File: config.mk
export PLATFORM = sky130hd
export DESIGN_NAME = alu_wf_arbiter
export DESIGN_NICKNAME = d
export VERILOG_FILES = /design/src/rtl/alu_wf_arbiter.sv
export SDC_FILE = /design/constraint.sdc
export NUM_CORES = 1
export LEC_CHECK = 0
export CAP_MARGIN = 10
export CORE_MARGIN = 4
export CORE_UTILIZATION = 35
export CTS_CLUSTER_DIAMETER = 40
export DETAILED_ROUTE_END_ITERATION = 16
export DONT_BUFFER_PORTS = 1
export PLACE_DENSITY_LB_ADDON = 0.1
export RECOVER_POWER = 25
export SLEW_MARGIN = 30
export SYNTH_ARGS = -nofsm -noshare
export SYNTH_HDL_FRONTEND = slang
export SYNTH_SLANG_ARGS = --single-unit
File: constraint.sdc
create_clock -name clk -period 6.3 [get_ports clk]
set_input_delay 0.315 -clock clk [delete_from_list [all_inputs] [get_ports clk]]
set_output_delay 0.315 -clock clk [all_outputs]
set_load 0.01 [all_outputs]
File: src/rtl/alu_wf_arbiter.sv
// Per-FU-class wavefront arbiter feeding the ALU issue stage: round-robin pick among
// ready wavefronts, with a just-issued wavefront masked for LOCK_DEPTH cycles.
module alu_wf_arbiter #(
    parameter int NUM_WF      = 40,
    parameter int WF_ID_WIDTH = 6,
    parameter int LOCK_DEPTH  = 2
) (
    input  logic                   clk,
    input  logic                   rst,
    input  logic [NUM_WF-1:0]      wf_ready,
    input  logic                   class_issued,
    output logic                   wf_valid,
    output logic [WF_ID_WIDTH-1:0] wf_chosen,
    output logic                   err_spurious_issue
);

    // Handshake: wf_valid/wf_chosen are offered every cycle and never depend on
    // class_issued; class_issued with wf_valid high consumes wf_chosen that cycle,
    // class_issued with wf_valid low is a protocol error and changes nothing else.

    localparam logic [WF_ID_WIDTH-1:0] LAST_ID = WF_ID_WIDTH'(NUM_WF - 1);

    logic [WF_ID_WIDTH-1:0] ptr_q, ptr_d;
    logic                   lv_q  [LOCK_DEPTH];
    logic [WF_ID_WIDTH-1:0] lid_q [LOCK_DEPTH];
    logic                   err_q, err_d;

    logic [NUM_WF-1:0]      locked_mask;
    logic [NUM_WF-1:0]      eligible;
    logic                   found_hi, found_lo;
    logic [WF_ID_WIDTH-1:0] idx_hi, idx_lo, pick;
    logic                   accept;

    always_comb begin
        locked_mask = '0;
        for (int i = 0; i < NUM_WF; i++) begin
            for (int e = 0; e < LOCK_DEPTH; e++) begin
                if (lv_q[e] && (lid_q[e] == WF_ID_WIDTH'(i))) begin
                    locked_mask[i] = 1'b1;
                end
            end
        end
    end

    assign eligible = wf_ready & ~locked_mask;

    // Rotating priority split into two fixed-priority searches: lowest eligible
    // index at or above ptr, else lowest eligible index overall (the wrapped part).
    always_comb begin
        found_hi = 1'b0;
        found_lo = 1'b0;
        idx_hi   = '0;
        idx_lo   = '0;
        for (int i = NUM_WF - 1; i >= 0; i--) begin
            if (eligible[i]) begin
                found_lo = 1'b1;
                idx_lo   = WF_ID_WIDTH'(i);
                if (i >= int'(ptr_q)) begin
                    found_hi = 1'b1;
                    idx_hi   = WF_ID_WIDTH'(i);
                end
            end
        end
        pick = found_hi ? idx_hi : idx_lo;
    end

    assign wf_valid           = found_lo && !rst;
    assign wf_chosen          = wf_valid ? pick : '0;
    assign err_spurious_issue = err_q;
    assign accept             = class_issued && wf_valid;

    always_comb begin
        ptr_d = ptr_q;
        err_d = err_q;
        if (accept) begin
            ptr_d = (wf_chosen == LAST_ID) ? '0 : wf_chosen + 1'b1;
        end
        if (class_issued && !wf_valid) begin
            err_d = 1'b1;
        end
    end

    always_ff @(posedge clk or posedge rst) begin
        if (rst) begin
            ptr_q <= '0;
            err_q <= 1'b0;
            for (int e = 0; e < LOCK_DEPTH; e++) begin
                lv_q[e]  <= 1'b0;
                lid_q[e] <= '0;
            end
        end else begin
            ptr_q    <= ptr_d;
            err_q    <= err_d;
            // Locks age every cycle; an invalid entry is shifted in when nothing issued.
            lv_q[0]  <= accept;
            lid_q[0] <= wf_chosen;
            for (int e = 1; e < LOCK_DEPTH; e++) begin
                lv_q[e]  <= lv_q[e-1];
                lid_q[e] <= lid_q[e-1];
            end
        end
    end

endmodule
After elaboration in Yosys (flattened, before gate mapping)
Index checks and enable logic that the tools add are counted.
Widths: inputs -> output; s select.
- flip-flop bits (word level): 21
- input port bits: 43
- output and inout bits: 8
- word-level logic and storage cells: 538
- add/subtract/negate cells: 1
- order comparisons: 40
- equal/unequal tests: 79
- mux-type cells: 323
- bitwise logic cells: 2
- reductions and logical operators: 87
- operators with widths (operator ; count):
    $mux 6 ; 123
    $mux 1 ; 200
    $eq 6x5->1 const B ; 32
    $eq 6x6->1 const B ; 17
    $eq 6x4->1 const B ; 16
    $ge 5x6->1 const A ; 16
    $logic_and 1x1->1 ; 83
    $eq 6x3->1 const B ; 8
    $ge 4x6->1 const A ; 8
    $ge 6x6->1 const A ; 8
    $and 40x40->40 ; 1
    $not 40->40 ; 1
    $eq 6x2->1 const B ; 4
    $ge 3x6->1 const A ; 4
    $eq 6x1->1 const B ; 2
    $ge 1x6->1 const A ; 2
    $ge 2x6->1 const A ; 2
    $logic_not 6->1 ; 2
    $add 6x1->6 const B ; 1
    $logic_not 1->1 ; 2

Logic depth before layout (Yosys ltp)
- word-level depth: 89
- depth in mapped cells: 13
- mapped depth without buffers: 11

Least setup slack after synthesis
Ideal clock, no wire load.
- kind: register to register
- from: register lid_q[4] in the netlist's numbering
- to: register ptr_q[4]
- data arrival time: 3.805 ns
- required time: 6.169 ns
- setup slack: 2.364 ns
- stages on the path, launching flop included: 12
- path buffers: 2
- path through: dfrtp_1 clkbuf_1 or3b_2 clkbuf_1 o221ai_1 o21ai_0 nor4_1 nand4_1 a2111oi_0 nor2_1 o41ai_1 a2bb2oi_1
- longest elaborated chain between the ends: 88
- RTL lines (what ; RTL line ; text):
    from (decl) ; 25 ; logic [WF_ID_WIDTH-1:0] lid_q [LOCK_DEPTH];
    from (signal, indexed assignment) ; 99 ; lid_q[e] <= lid_q[e-1];
    $eq 6x6->1 ; 38 ; if (lv_q[e] && (lid_q[e] == WF_ID_WIDTH'(i))) begin
    $logic_and 1x1->1 ; 38 ;
    $mux 1 ; 38 ;
    $not 40->40 * ; 45 ; assign eligible = wf_ready & ~locked_mask;
    $and 40x40->40 * ; 45 ;
    $mux 6 or $mux 1 (tied branches) ; 55 ; if (eligible[i]) begin
    $mux 6 or $mux 1 (tied branches) ; 58 ; if (i >= int'(ptr_q)) begin
    $mux 6 or $mux 1 (tied branches) ; 55 ;
    (+73 left out) ; - ;
    $mux 6 or $mux 1 (tied branches) ; 55 ;
    $mux 6 or $mux 1 (tied branches) ; 58 ;
    $mux 6 or $mux 1 (tied branches) ; 55 ;
    $mux 6 ; 64 ; pick = found_hi ? idx_hi : idx_lo;
    $mux 6 * ; 68 ; assign wf_chosen = wf_valid ? pick : '0;
    named net wf_chosen[5] ; 13 ; output logic [WF_ID_WIDTH-1:0] wf_chosen,
    $eq 6x6->1 * ; 76 ; ptr_d = (wf_chosen == LAST_ID) ? '0 : wf_chosen + 1'b1;
    $mux 6 * ; 76 ;
    to (signal assigned) ; 92 ; ptr_q <= ptr_d;
    to (decl) ; 23 ; logic [WF_ID_WIDTH-1:0] ptr_q, ptr_d;
The timed path passes the listed nets; every way through them passes the cells marked *.
A chain may end at the register's enable or synchronous reset.

Worst setup path after layout
- from: register lid_q[8] in the netlist's numbering
- to: output port wf_chosen[2]
- longest elaborated chain between the ends: 87
- RTL lines (what ; RTL line):
    $eq 6x6->1 ; 38
    $logic_and 1x1->1 ; 38
    $mux 1 (2 in a row) ; 38
    $not 40->40 * ; 45
    $and 40x40->40 * ; 45
    $mux 6 or $mux 1 (tied branches) ; 55
    $mux 6 or $mux 1 (tied branches) ; 58
    $mux 6 or $mux 1 (tied branches) ; 55
    (+70 left out) ; -
    $mux 6 or $mux 1 (tied branches) ; 58
    $mux 6 or $mux 1 (tied branches) ; 55
    $mux 6 or $mux 1 (tied branches) ; 58
    $mux 6 or $mux 1 (tied branches) ; 55
    $mux 6 or $mux 1 (tied branches) ; 58
    $mux 6 or $mux 1 (tied branches) ; 55
    $mux 6 ; 64
    $mux 6 * ; 68
    to (decl) ; 13
Mark *: on every way between the ends. The rest lies on a longest branch, timed or not.

==> out/metrics.yaml <==
clocking:
  tritoncts: "yes"
  worst_skew_pair.late_latency_ns: 0.27
  root_buffer: "clkbuf_8"
  post_cts_buffers: 0
  clock_tree.buffer_depth: 2
  clk_pin_slew_ns: 0.08
  htreeDepth: 1
  cts_sinks: 21
  cts_inserted_buffers: 3
finish:
  drive_gt1_frac: 0.109
  finalNetCount: 510
  area_growth_pct: 4.35
  antenna_cells: 0
worst_setup_path:
  crit_type: "reg2out"
  worst-path-max-fanout: 20
  cp-start-kind: "flop"
  ff2ff_path_depth: 11
  r2r-end: "ptr_q[5]"
  setup.worst_path.end: "wf_chosen[2]"
  crit_start: "lid_q[8]"
  r2r_slack_ns: 1.66
  worst_ep_required_time_ns: 5.98
  timing.rr.start: "lid_q[0]"
  critPathCaptureType: "primary output"
  crit_arrival_ns: 4.45
sta:
  period_share: 0.757
  max_freq_ghz: 0.210
  holdWs_ns: 0.159
  finalHoldViolCount: 0
  rsz0062_at_grt: "false"
  slew_viol_final: 0
  worstMarginPinSlew_ns: 1.20
  finalSetupViolations: 0
  period_minus_slack_ns: 4.77
  clock_skew_ns: 0.00690
  slew_headroom: 0.202
  fin_tns_setup_ns: 0
placed_design:
  hpwl_mm: 12.7
  gp_congestion: 0.977
  portBuffers: 0
yosys:
  syn_area_um2: 3560
  synth_ff_type: "dfrtp_1"
  synthArstFlopShare: 1.00
  ys_types: 79
  syn_inst: 485
  syn-num-nets: 528
  syn_area_per_cell_um2: 7.35
  ys_seq_area_frac: 0.147
  synth_edf_count: 0
  ys_ff_latch: 21
  yosysWarnings: 0
grt:
  antenna_found_initial: 0
  grt_pass1_vias: 4068
  grt_max_degree: 27
  overflow: 0
  grt_pass1_wl_mm: 24.6
  grt_usage: 0.272
floorplanning:
  num_io_pins: 51
  row_count: 36
  core-area_um2: 9860
  chipHeight_um: 109
  dieWidth_um: 109
  initial_core_util: 0.361
  dieArea_um2: 11900
pwr:
  power.density_nw_per_um2: 285
  leakagePower_nw: 1.19
  ir_drop_mv: 0.224
route:
  drc_errors: 0
  firstDrtPassIters: 5
  drt_iter0_drc: 525
  vias: 4432
  wl_per_cell_um: 27.0
  via_per_inst: 7.40
  postRouteAntennaNets: 0
  finalWirelength_mm: 16.2
status:
  outcome: "complete, no violations"
worst_hold_path:
  hold_class: "in2reg"
run:
  drv_cap: 0
[routing by layer]
metal	wire length, um	vias to the layer above	global-route usage
met5	0	-	0
met2	7050	320	0.422
li1	-	1955	-
met4	658	0	0.112
met3	1840	44	0.0598
met1	6620	2113	0.365
[stage by stage]
stage / area, um^2 / worst slack [ns] / std cells / total power [mW] / utilization
after detailed placement: 3660 / 1.78 / 594 / 0.940 / 0.371
final: 3720 / 1.53 / 599 / 1.06 / 0.377
after global placement: 3660 / 1.73 / 594 / 0.944 / 0.371
after CTS: 3720 / 1.63 / 599 / 1.03 / 0.377
after global routing: 3720 / 1.28 / 599 / 1.13 / 0.377
after floorplan: 3560 / 2.36 / 485 / 0.753 / -
[sequential cells by signal, indices dropped and copies added (netlist names)]
signal,cells
lv_q,2
ptr_q,6
err_spurious_issue,1
lid_q,12
[cell type report]
cell class	instances	area, um^2
Tap cell	133	166
Inverter	14	52.6
Clock buffer	3	41.3
Multi-Input combinational cell	417	2850
Fill cell	1045	6150
Timing Repair Buffer	10	73.8
Clock inverter	1	7.51
Sequential cell	21	526
[cell usage in the layout (no fill, tap or decap), types with 9 or more instances in the layout]
cell,Yosys,layout
nor2_1,40,40
dfrtp_1,21,21
a21oi_1,13,13
inv_1,14,14
a31oi_1,17,17
nor3_1,22,22
nand2_1,34,34
o22ai_1,10,10
or3_1,9,9
o31ai_1,12,12
or2_2,9,9
and2_1,11,11
o221ai_1,23,23
o21ai_0,34,34
[worst min path at each step]
stage	start	end	slack, ns	cells after the start
final	class_issued	err_spurious_issue	0.16	1
after global routing	class_issued	err_spurious_issue	0.16	1
after CTS	class_issued	err_spurious_issue	0.16	1
after detailed placement	rst	lv_q[1]	0.26	2
after global placement	rst	lv_q[0]	0.26	2
after floorplan	rst	err_spurious_issue	0.31	1
[Yosys cell counts (10+ instances only)]
cell type / number / area [um^2]
clkbuf_1: 22 / 82.6
dfrtp_1: 21 / 526
o31ai_1: 12 / 90.1
a21oi_1: 13 / 65.1
and2_1: 11 / 68.8
nor2_1: 40 / 150
a31oi_1: 17 / 106
nand2_1: 34 / 128
o22ai_1: 10 / 62.6
inv_1: 14 / 52.6
o21ai_0: 34 / 170
o221ai_1: 23 / 201
nor3_1: 22 / 110
[critical path: stages, from the launching register on]
cell and delay, ns:
dfrtp_1 0.75, nand4b_1 0.36, o21ai_0 0.71, o22a_1 0.23, o32ai_1 0.13, or4b_4 0.59
or3_4 0.42, or4_1 0.48, a21oi_1 0.50
[timing repair]
| action | CTS | global route |
|---|---|---|
| resized for setup | 0 | 0 |
| hold buffers | 1 | 0 |
| hold endpoints to repair | 21 | 0 |
[power by group]
part	switching, mW	internal (mW)
Clock	0.0455	0.0447
Sequential	0.126	0.167
Combinational	0.424	0.253
[cell families after synthesis]
logic type	share of synthesized area
compound gates	0.437
xor+xnor	0.00246
fa+ha+maj	0.00281
buf+inv	0.0544
flops	0.147
simple gates	0.356
(Power assumes the default switching activity.)
